===== config.mk =====
export PLATFORM = sky130hd
export DESIGN_NAME = clz_part_select
export DESIGN_NICKNAME = d
export VERILOG_FILES = /design/src/rtl/clz_part_select_pkg.sv /design/src/rtl/clz_part_select_clz.sv /design/src/rtl/clz_part_select.sv
export SDC_FILE = /design/constraint.sdc
export NUM_CORES = 1
export LEC_CHECK = 0
export CAP_MARGIN = 10
export CORE_MARGIN = 3
export CORE_UTILIZATION = 37
export DETAILED_ROUTE_END_ITERATION = 8
export GPL_TIMING_DRIVEN = 0
export PLACE_DENSITY = 0.76
export SYNTH_ARGS = -nofsm -noshare
export SYNTH_HDL_FRONTEND = slang
export SYNTH_SLANG_ARGS = --single-unit

===== constraint.sdc =====
create_clock -name clock -period 1 [get_ports clock]
set_input_delay 0.1 -clock clock [delete_from_list [all_inputs] [get_ports clock]]
set_output_delay 0.1 -clock clock [all_outputs]
set_load 0.01 [all_outputs]

===== src/rtl/clz_part_select_pkg.sv =====
// Shared types and elaboration-time helpers for the bit-field analysis unit.
package clz_part_select_pkg;

    // Clipped index range: lo/hi clamped into the word, empty when nothing is left.
    typedef struct packed {
        int   lo;
        int   hi;
        logic empty;
    } rangeT;

    // Width of a leading-zero count that must also hold WIDTH+1 without wrapping.
    function automatic int clzBits(input int width);
        return $clog2(width + 2);
    endfunction

    // Clamp [loIdx, hiIdx] into [0, width-1]; flag ranges with no bit inside the word.
    function automatic rangeT clipRange(input int hiIdx, input int loIdx, input int width);
        rangeT r;
        r.lo    = (loIdx < 0) ? 0 : loIdx;
        r.hi    = (hiIdx > width - 1) ? width - 1 : hiIdx;
        r.empty = (hiIdx < loIdx) || (hiIdx < 0) || (loIdx >= width);
        return r;
    endfunction

endpackage


===== src/rtl/clz_part_select_clz.sv =====
// Combinational leading-zero counter with a constant offset added to the count.
module count_leading_zeros_core
    import clz_part_select_pkg::*;
#(
    parameter int WIDTH      = 16,
    parameter int ADD_OFFSET = 0
) (
    input  logic [WIDTH-1:0]          inData,
    output logic [clzBits(WIDTH)-1:0] clzCount
);

    localparam int CW = clzBits(WIDTH);

    // Scan upward so the highest set bit is the last one to overwrite the count.
    always_comb begin
        clzCount = CW'(WIDTH + ADD_OFFSET);
        for (int i = 0; i < WIDTH; i++) begin
            if (inData[i]) begin
                clzCount = CW'(WIDTH - 1 - i + ADD_OFFSET);
            end
        end
    end

endmodule


===== src/rtl/clz_part_select.sv =====
// Registered leading-zero count, guarded part select and range OR-reduce.
module clz_part_select
    import clz_part_select_pkg::*;
#(
    parameter int WIDTH      = 16,
    parameter int ADD_OFFSET = 0,
    parameter int SEL_START  = 7,
    parameter int SEL_WIDTH  = 2,
    parameter int OR_START   = 4,
    parameter int OR_END     = 0
) (
    input  logic                      clock,
    input  logic                      resetn,
    input  logic                      in_valid,
    input  logic [WIDTH-1:0]          in_data,
    output logic                      out_valid,
    output logic [clzBits(WIDTH)-1:0] clz_out,
    output logic [SEL_WIDTH-1:0]      sel_out,
    output logic                      or_out
);

    localparam int    CW       = clzBits(WIDTH);
    localparam rangeT OR_RANGE = clipRange(OR_START, OR_END, WIDTH);
    localparam int    OR_LO    = OR_RANGE.lo;
    localparam int    OR_HI    = OR_RANGE.hi;

    if (WIDTH < 1) begin : gBadWidth
        $error("clz_part_select: WIDTH must be >= 1");
    end
    if (SEL_WIDTH < 1) begin : gBadSelWidth
        $error("clz_part_select: SEL_WIDTH must be >= 1");
    end
    if (ADD_OFFSET != 0 && ADD_OFFSET != 1) begin : gBadOffset
        $error("clz_part_select: ADD_OFFSET must be 0 or 1");
    end

    logic [CW-1:0]        clzNext;
    logic [SEL_WIDTH-1:0] selNext;
    logic                 orNext;

    count_leading_zeros_core #(
        .WIDTH      (WIDTH),
        .ADD_OFFSET (ADD_OFFSET)
    ) uClz (
        .inData   (in_data),
        .clzCount (clzNext)
    );

    // Each select bit taps its source index, or ties to 0 when that index is outside the word.
    for (genvar i = 0; i < SEL_WIDTH; i++) begin : gSel
        localparam int SRC = SEL_START - i;
        if (SRC >= 0 && SRC < WIDTH) begin : gTap
            assign selNext[SEL_WIDTH-1-i] = in_data[SRC];
        end else begin : gPad
            assign selNext[SEL_WIDTH-1-i] = 1'b0;
        end
    end

    // OR over the clipped range; masked-off bits contribute 0, an empty range yields 0.
    if (OR_RANGE.empty) begin : gOrEmpty
        assign orNext = 1'b0;
    end else begin : gOrRange
        logic [WIDTH-1:0] orTaps;
        for (genvar j = 0; j < WIDTH; j++) begin : gOrBit
            if (j >= OR_LO && j <= OR_HI) begin : gIn
                assign orTaps[j] = in_data[j];
            end else begin : gOut
                assign orTaps[j] = 1'b0;
            end
        end
        assign orNext = |orTaps;
    end

    // Capture all three results together on an accepted word; hold them otherwise.
    always_ff @(posedge clock or negedge resetn) begin
        if (!resetn) begin
            out_valid <= 1'b0;
            clz_out   <= '0;
            sel_out   <= '0;
            or_out    <= 1'b0;
        end else begin
            out_valid <= in_valid;
            if (in_valid) begin
                clz_out <= clzNext;
                sel_out <= selNext;
                or_out  <= orNext;
            end
        end
    end

endmodule


==> flow_metrics.env <==
export IMPL_status="complete, no violations"
export IMPL_track_usage=0.165
export IMPL_layout_commonest_cell="dlygate4sd2_1"
export IMPL_rows=12
export IMPL_worstHoldStart="in_valid"
export IMPL_start_util=0.431
export IMPL_h_tree_depth=1
export IMPL_yosysTopAreaCellShare=0.430
export IMPL_yosysSeqAreaShare=0.430
export IMPL_portBuffers=27
export IMPL_max_cap_violations=0
export IMPL_gp_congestion=0.861
export IMPL_stdcell_count=99
export IMPL_grt_pass1_wl_mm=2.35
export IMPL_path_cells="clkdlybuf4s15_1"
export IMPL_drtPass1Iterations=3
export IMPL_ys_async_sr_fraction=1.00
export IMPL_synth_area_leaders="dfrtp_1 (43%), o41ai_2 (6.2%), nor2_1 (5.0%), mux2_1 (4.3%), a21oi_1 (3.8%)"
export IMPL_min_to="out_valid"
export IMPL_dp_hpwl_mm=1.08
export IMPL_finalMaxSlewViolations=0
export IMPL_dp_cells=94
export IMPL_fin_nets=105
export IMPL_n_antenna_cell=0
export IMPL_ir_worst_vdd_mv=0.793
export IMPL_r2r_slack_ps=190
export IMPL_path_delay_family="flip-flops"
export IMPL_overflow=0
export IMPL_wl_mm=1.33
export IMPL_die_x_um=43.6
export IMPL_synthesis_nets=72
export IMPL_seqPwrFrac=0.456
export IMPL_cts_root_buffer="clkbuf_4"
export IMPL_synth_ff_type="dfrtp_1"
export IMPL_clkTransAtPathRegs_ps=60
export IMPL_p_sw_frac=0.267
export IMPL_setup_slack_ps=33.5
export IMPL_cp_slowest_cell="dfrtp_1"
export IMPL_ant_nets=0
export IMPL_hold_violations=0
export IMPL_arrival_ps=870
export IMPL_crit_required_ps=900
export IMPL_regArea_um2=225
export IMPL_syn_cell_area_um2=524
export IMPL_post_drt_wl_per_cell_um=13.5
export IMPL_crit_path_end_kind="output pin"
export IMPL_max_freq_mhz=1030
export IMPL_synth_top_area_cell="dfrtp_1"
export IMPL_routed_via_density=5.41
export IMPL_cts_path_max_buffers=2
export IMPL_die_h_um=43.6
export IMPL_final_cell_mix="dlygate4sd2_1 (13), dfrtp_1 (9), nor2_1 (6), clkbuf_2 (6)"
export IMPL_cp_depth=1
export IMPL_ys_ff_latch=9
export IMPL_tritoncts="done"
export IMPL_grt_pass1_vias=556
export IMPL_multiInputGateArea_um2=295
export IMPL_grt_start_max_net_pins=11
export IMPL_worstSetupPathType="flip-flop to output pin"
export IMPL_leakage_nw=0.390
export IMPL_cts_made_buffers=3
export IMPL_max_stage_delay_ps=370
export IMPL_p_sw_uw=230
export IMPL_period_minus_slack_ps=966
export IMPL_r2r_end="clz_out[4]"
export IMPL_synth_edf_count=0
export IMPL_max_slew_margin_rel=0.725
export IMPL_hp_class="input port to flip-flop"
export IMPL_die_area_um2=1900
export IMPL_pre_cts_ws_ps=-502
export IMPL_post_route_period_util=0.966
export IMPL_start_kind="flip-flop"
export IMPL_critical_path_buf_inv_count=1
export IMPL_fillers=108
export IMPL_insertion_delay_ps=260
export IMPL_yosysWarnings=0
export IMPL_netlist_instances=53
export IMPL_area_growth_pct=56.8
export IMPL_clock_sinks=9
export IMPL_num_vias=536
export IMPL_fin_skew_ps=0
export IMPL_cts_hold_buf=0
export IMPL_drive_gt1_frac=0.235
export IMPL_setup_viol_count_final=0
export IMPL_p_int_uw=633
export IMPL_coreArea_um2=1220
export IMPL_avgSynthCellArea_um2=9.89
export IMPL_route_detailed_drc=0
export IMPL_grt_antenna_before_repair=0
export IMPL_p_per_area_nw_per_um2=1050
export IMPL_power_frac_comb=0.223
export IMPL_hold_depth=1
export IMPL_drt_iter0_markers=6
export IMPL_tightest_slew_ps=411
export IMPL_cp_max_fo=2
export IMPL_rsz0062_at_grt="no"
export IMPL_io_pins=28
export IMPL_synth_cell_types=25
export IMPL_clkPwrFrac=0.321
export IMPL_r2r_cells=2
export IMPL_reg2reg_from="clz_out[4]"
cell families after synthesis:
kind of cell / Yosys count / synth area share
simple gates: 20 / 0.212
compound gates: 16 / 0.270
flops: 9 / 0.430
buf+inv: 6 / 0.0453
mux: 2 / 0.0430
state kept, by name, summed over array words and instances (netlist names):
| register | flops |
|---|---|
| sel_out | 2 |
| clz_out | 5 |
| or_out | 1 |
| out_valid | 1 |
per-stage QoR:
step / area (um2) / power [mW] / hold slack (ps) / util / TNS (ps)
after floorplan: 524 / 0.469 / -196 / - / 0
after global placement: 812 / 0.618 / 427 / 0.668 / -2910
after detailed placement: 812 / 0.621 / 429 / 0.668 / -2950
after CTS: 840 / 0.882 / 122 / 0.690 / 0
after global routing: 822 / 0.912 / 129 / 0.676 / 0
final: 822 / 0.863 / 120 / 0.676 / 0
cell usage after synthesis, drive strengths merged, types with 2 or more instances:
cell type and instances:
dfrtp 9, inv 5, o41ai 2, mux2 2, o21ai 3, nor2 8
nor2b 2, nand2b 2, a21oi 4, nand2 2
what timing repair did:
item	in CTS	in global routing
pin swaps	8	3
gates resized for setup	35	11
setup endpoints to repair	16	10
setup buffers	1	0
power groups by stage:
stage          combinational, mW  clock, mW  sequential (mW)
6_report                   0.192      0.277            0.393
5_1_grt                    0.213      0.303            0.396
4_1_cts                    0.198      0.290            0.394
3_5_place_dp               0.220          0            0.401
3_3_place_gp               0.219          0            0.399
2_1_floorplan             0.0593          0            0.410
area by class of cell:
| class | instances | share of cell area |
|---|---|---|
| Sequential cell | 9 | 0.274 |
| Timing Repair Buffer | 28 | 0.285 |
| Clock buffer | 4 | 0.0320 |
| Buffer | 1 | 0.00609 |
| Tap cell | 14 | 0.0213 |
| Multi-Input combinational cell | 38 | 0.359 |
| Inverter | 5 | 0.0228 |
per-layer routing:
metal	vias to the layer above	global-route usage	wire length (um)	share of wire
met1	254	0.205	536	0.40
met5	-	0	0	0
li1	259	-	-	-
met2	21	0.267	666	0.50
met3	2	0.0664	119	0.089
met4	0	0.0361	9	0.0068
how the worst max path moves through the flow:
stage	startpoint	endpoint	slack [ps]
after global routing	in_data[15]	clz_out[3]	0.4
after global placement	in_data[7]	clz_out[0]	-500
after CTS	out_valid	out_valid	2
after floorplan	in_data[14]	clz_out[3]	120
final	clz_out[1]	clz_out[1]	30
after detailed placement	in_data[7]	clz_out[0]	-500
(Power assumes the default switching activity.)
==> edit, RTL diff (config.mk and constraints unchanged) <==
The parameter `SEL_WIDTH` goes from 2 to 1.
--- a/src/rtl/clz_part_select.sv
+++ b/src/rtl/clz_part_select.sv
@@ -7,3 +7,3 @@
     parameter int SEL_START  = 7,
-    parameter int SEL_WIDTH  = 2,
+    parameter int SEL_WIDTH  = 1,
     parameter int OR_START   = 4,
Ports: changed (resized sel_out); port bits go from 28 to 27. The function was not compared with the original's and may differ.
==> edit against the original RTL <==
Sequential cell count shrank 1; utilization rose by 2.6 points; worst setup slack worse by 9.8 ps; wire length increased by 6.2%; power down 6.8%; cell count shrank 2.0%; final area unchanged; synthesized area is 7.6% lower; die area fell by 6.6%; worst hold slack improved by 8.2 ps; via count decreased by 4.3%; global-route usage is 1.0 points higher; largest cell class unchanged.
==> edit: results <==
pwr:
  ir_worst_vdd_uv: 625
  p_leak_nw: 0.376
layout:
  final_layout_size_suffix_gt1_frac: 0.313
  largest_register_ff_count: 5
  diodes: 0
  regMostFlops: "clz_out"
  fillCellCount: 92
  nets: 104
timing:
  finClkSkew_ps: 0
  worst_pin_slew_ps: 435
  hold_slack_ps: 129
floorplanning:
  die_w_um: 42.2
worst_setup_path:
  r2r_start: "clz_out[0]"
  cp_slowest_cell: "or3b_4"
  r2r_end: "clz_out[0]"
  crit_fanout: 3
  critical-path-top-delay-family: "simple AND/OR/NAND/NOR gates"
  slowest_delay_ps: 420
  crit_arrival_ps: 1130
  reg2reg_slack_ps: 180
grt:
  grt_pass1_vias: 520
  grt_overflow: 0
  grt_pass1_wl_mm: 2.27
  track_usage: 0.175
placement:
  place.gp.congestion: 0.785
  dp_hpwl_mm: 1.05
  dp.cells: 91
  port_buffers: 26
logic_synthesis:
  syn-num-nets: 70
  ys.flop_type: "dfrtp_1"
  synthArstFlopShare: 1.00
  synthTopCellsByCount: "8 x dfrtp_1, 8 x nor2_1, 5 x inv_1"
  yosys-top-cells-area: "dfrtp_1 41%, o41ai_2 6.7%, nor2_1 6.2%"
  syn_inst: 51
  synth_seq_area_share: 0.413
  synth_cell_types: 23
routing:
  drt-total-wl_mm: 1.41
  vias: 513
  drtIter0Drc: 12
  post_drt_wl_per_cell_um: 14.6
  drt_first_pass_iters: 4
clocking:
  clkTransAtPathRegs_ps: 60
  clock_latency_ps: 260
  cts_buffers: 3
run_status:
  status: "finished clean"
hold_path:
  min_path_type: "input pin to asynchronous set/reset pin"
-- edit: metal layers --
| metal | vias to the layer above | track usage | routed length, um |
|---|---|---|---|
| met5 | - | 0 | 0 |
| met4 | 0 | 0.161 | 43 |
| met3 | 4 | 0.0472 | 132 |
| met2 | 27 | 0.252 | 651 |
| met1 | 231 | 0.206 | 587 |
| li1 | 251 | - | - |
-- edit: worst max-delay path by stage --
stage / from / end / slack (ps) / depth (start not counted)
floorplan: in_data[8] / clz_out[1] / 120 / 4
global placement: in_data[8] / clz_out[1] / -560 / 5
detailed placement: in_data[8] / clz_out[1] / -570 / 5
CTS: in_data[4] / clz_out[0] / 4 / 4
global route: in_data[12] / clz_out[0] / -30 / 4
finish: in_data[15] / clz_out[2] / 20 / 4
-- edit: worst reg2reg max path: cells and delay by family, from the launching register on --
family	cells	cell delay, ps
AO/OA/AOI/OAI	2	310
flip-flops	1	380
-- edit: logic make-up after synthesis --
family,count (synthesis),share of synthesized area
compound gates,16,0.292
buf+inv,6,0.0491
flops,8,0.413
mux,1,0.0233
simple gates,20,0.222
-- edit: what timing repair did --
| action | in CTS | in global routing |
|---|---|---|
| buffers inserted | 1 | 1 |
| resized for setup | 43 | 9 |
| endpoints found under the setup margin | 14 | 6 |
| pin swaps | 10 | 1 |
| hold endpoints to repair | 0 | 1 |
| hold buffers | 0 | 1 |
-- edit: final cells by class --
class,instances,share of cell area
Inverter,5,0.0228
Buffer,1,0.00609
Timing Repair Buffer,29,0.309
Sequential cell,8,0.244
Tap cell,14,0.0213
Clock buffer,3,0.0274
Multi-Input combinational cell,37,0.370
-- edit: power by group --
part | switching, mW | leakage (nW) | internal, mW
clock | 0.121 | 0.0138 | 0.138
combinational | 0.0980 | 0.263 | 0.0995
sequential | 0.00789 | 0.0988 | 0.340
-- edit: metrics by stage --
step | power, mW | util | setup TNS (ps) | area, sq um | setup WS, ps
finish | 0.804 | 0.702 | 0 | 822 | 23.7
global placement | 0.554 | 0.651 | -2710 | 762 | -565
global route | 0.844 | 0.702 | -26.6 | 822 | -26.6
detailed placement | 0.557 | 0.651 | -2720 | 762 | -572
CTS | 0.808 | 0.698 | 0 | 817 | 3.83
floorplan | 0.417 | - | 0 | 484 | 117
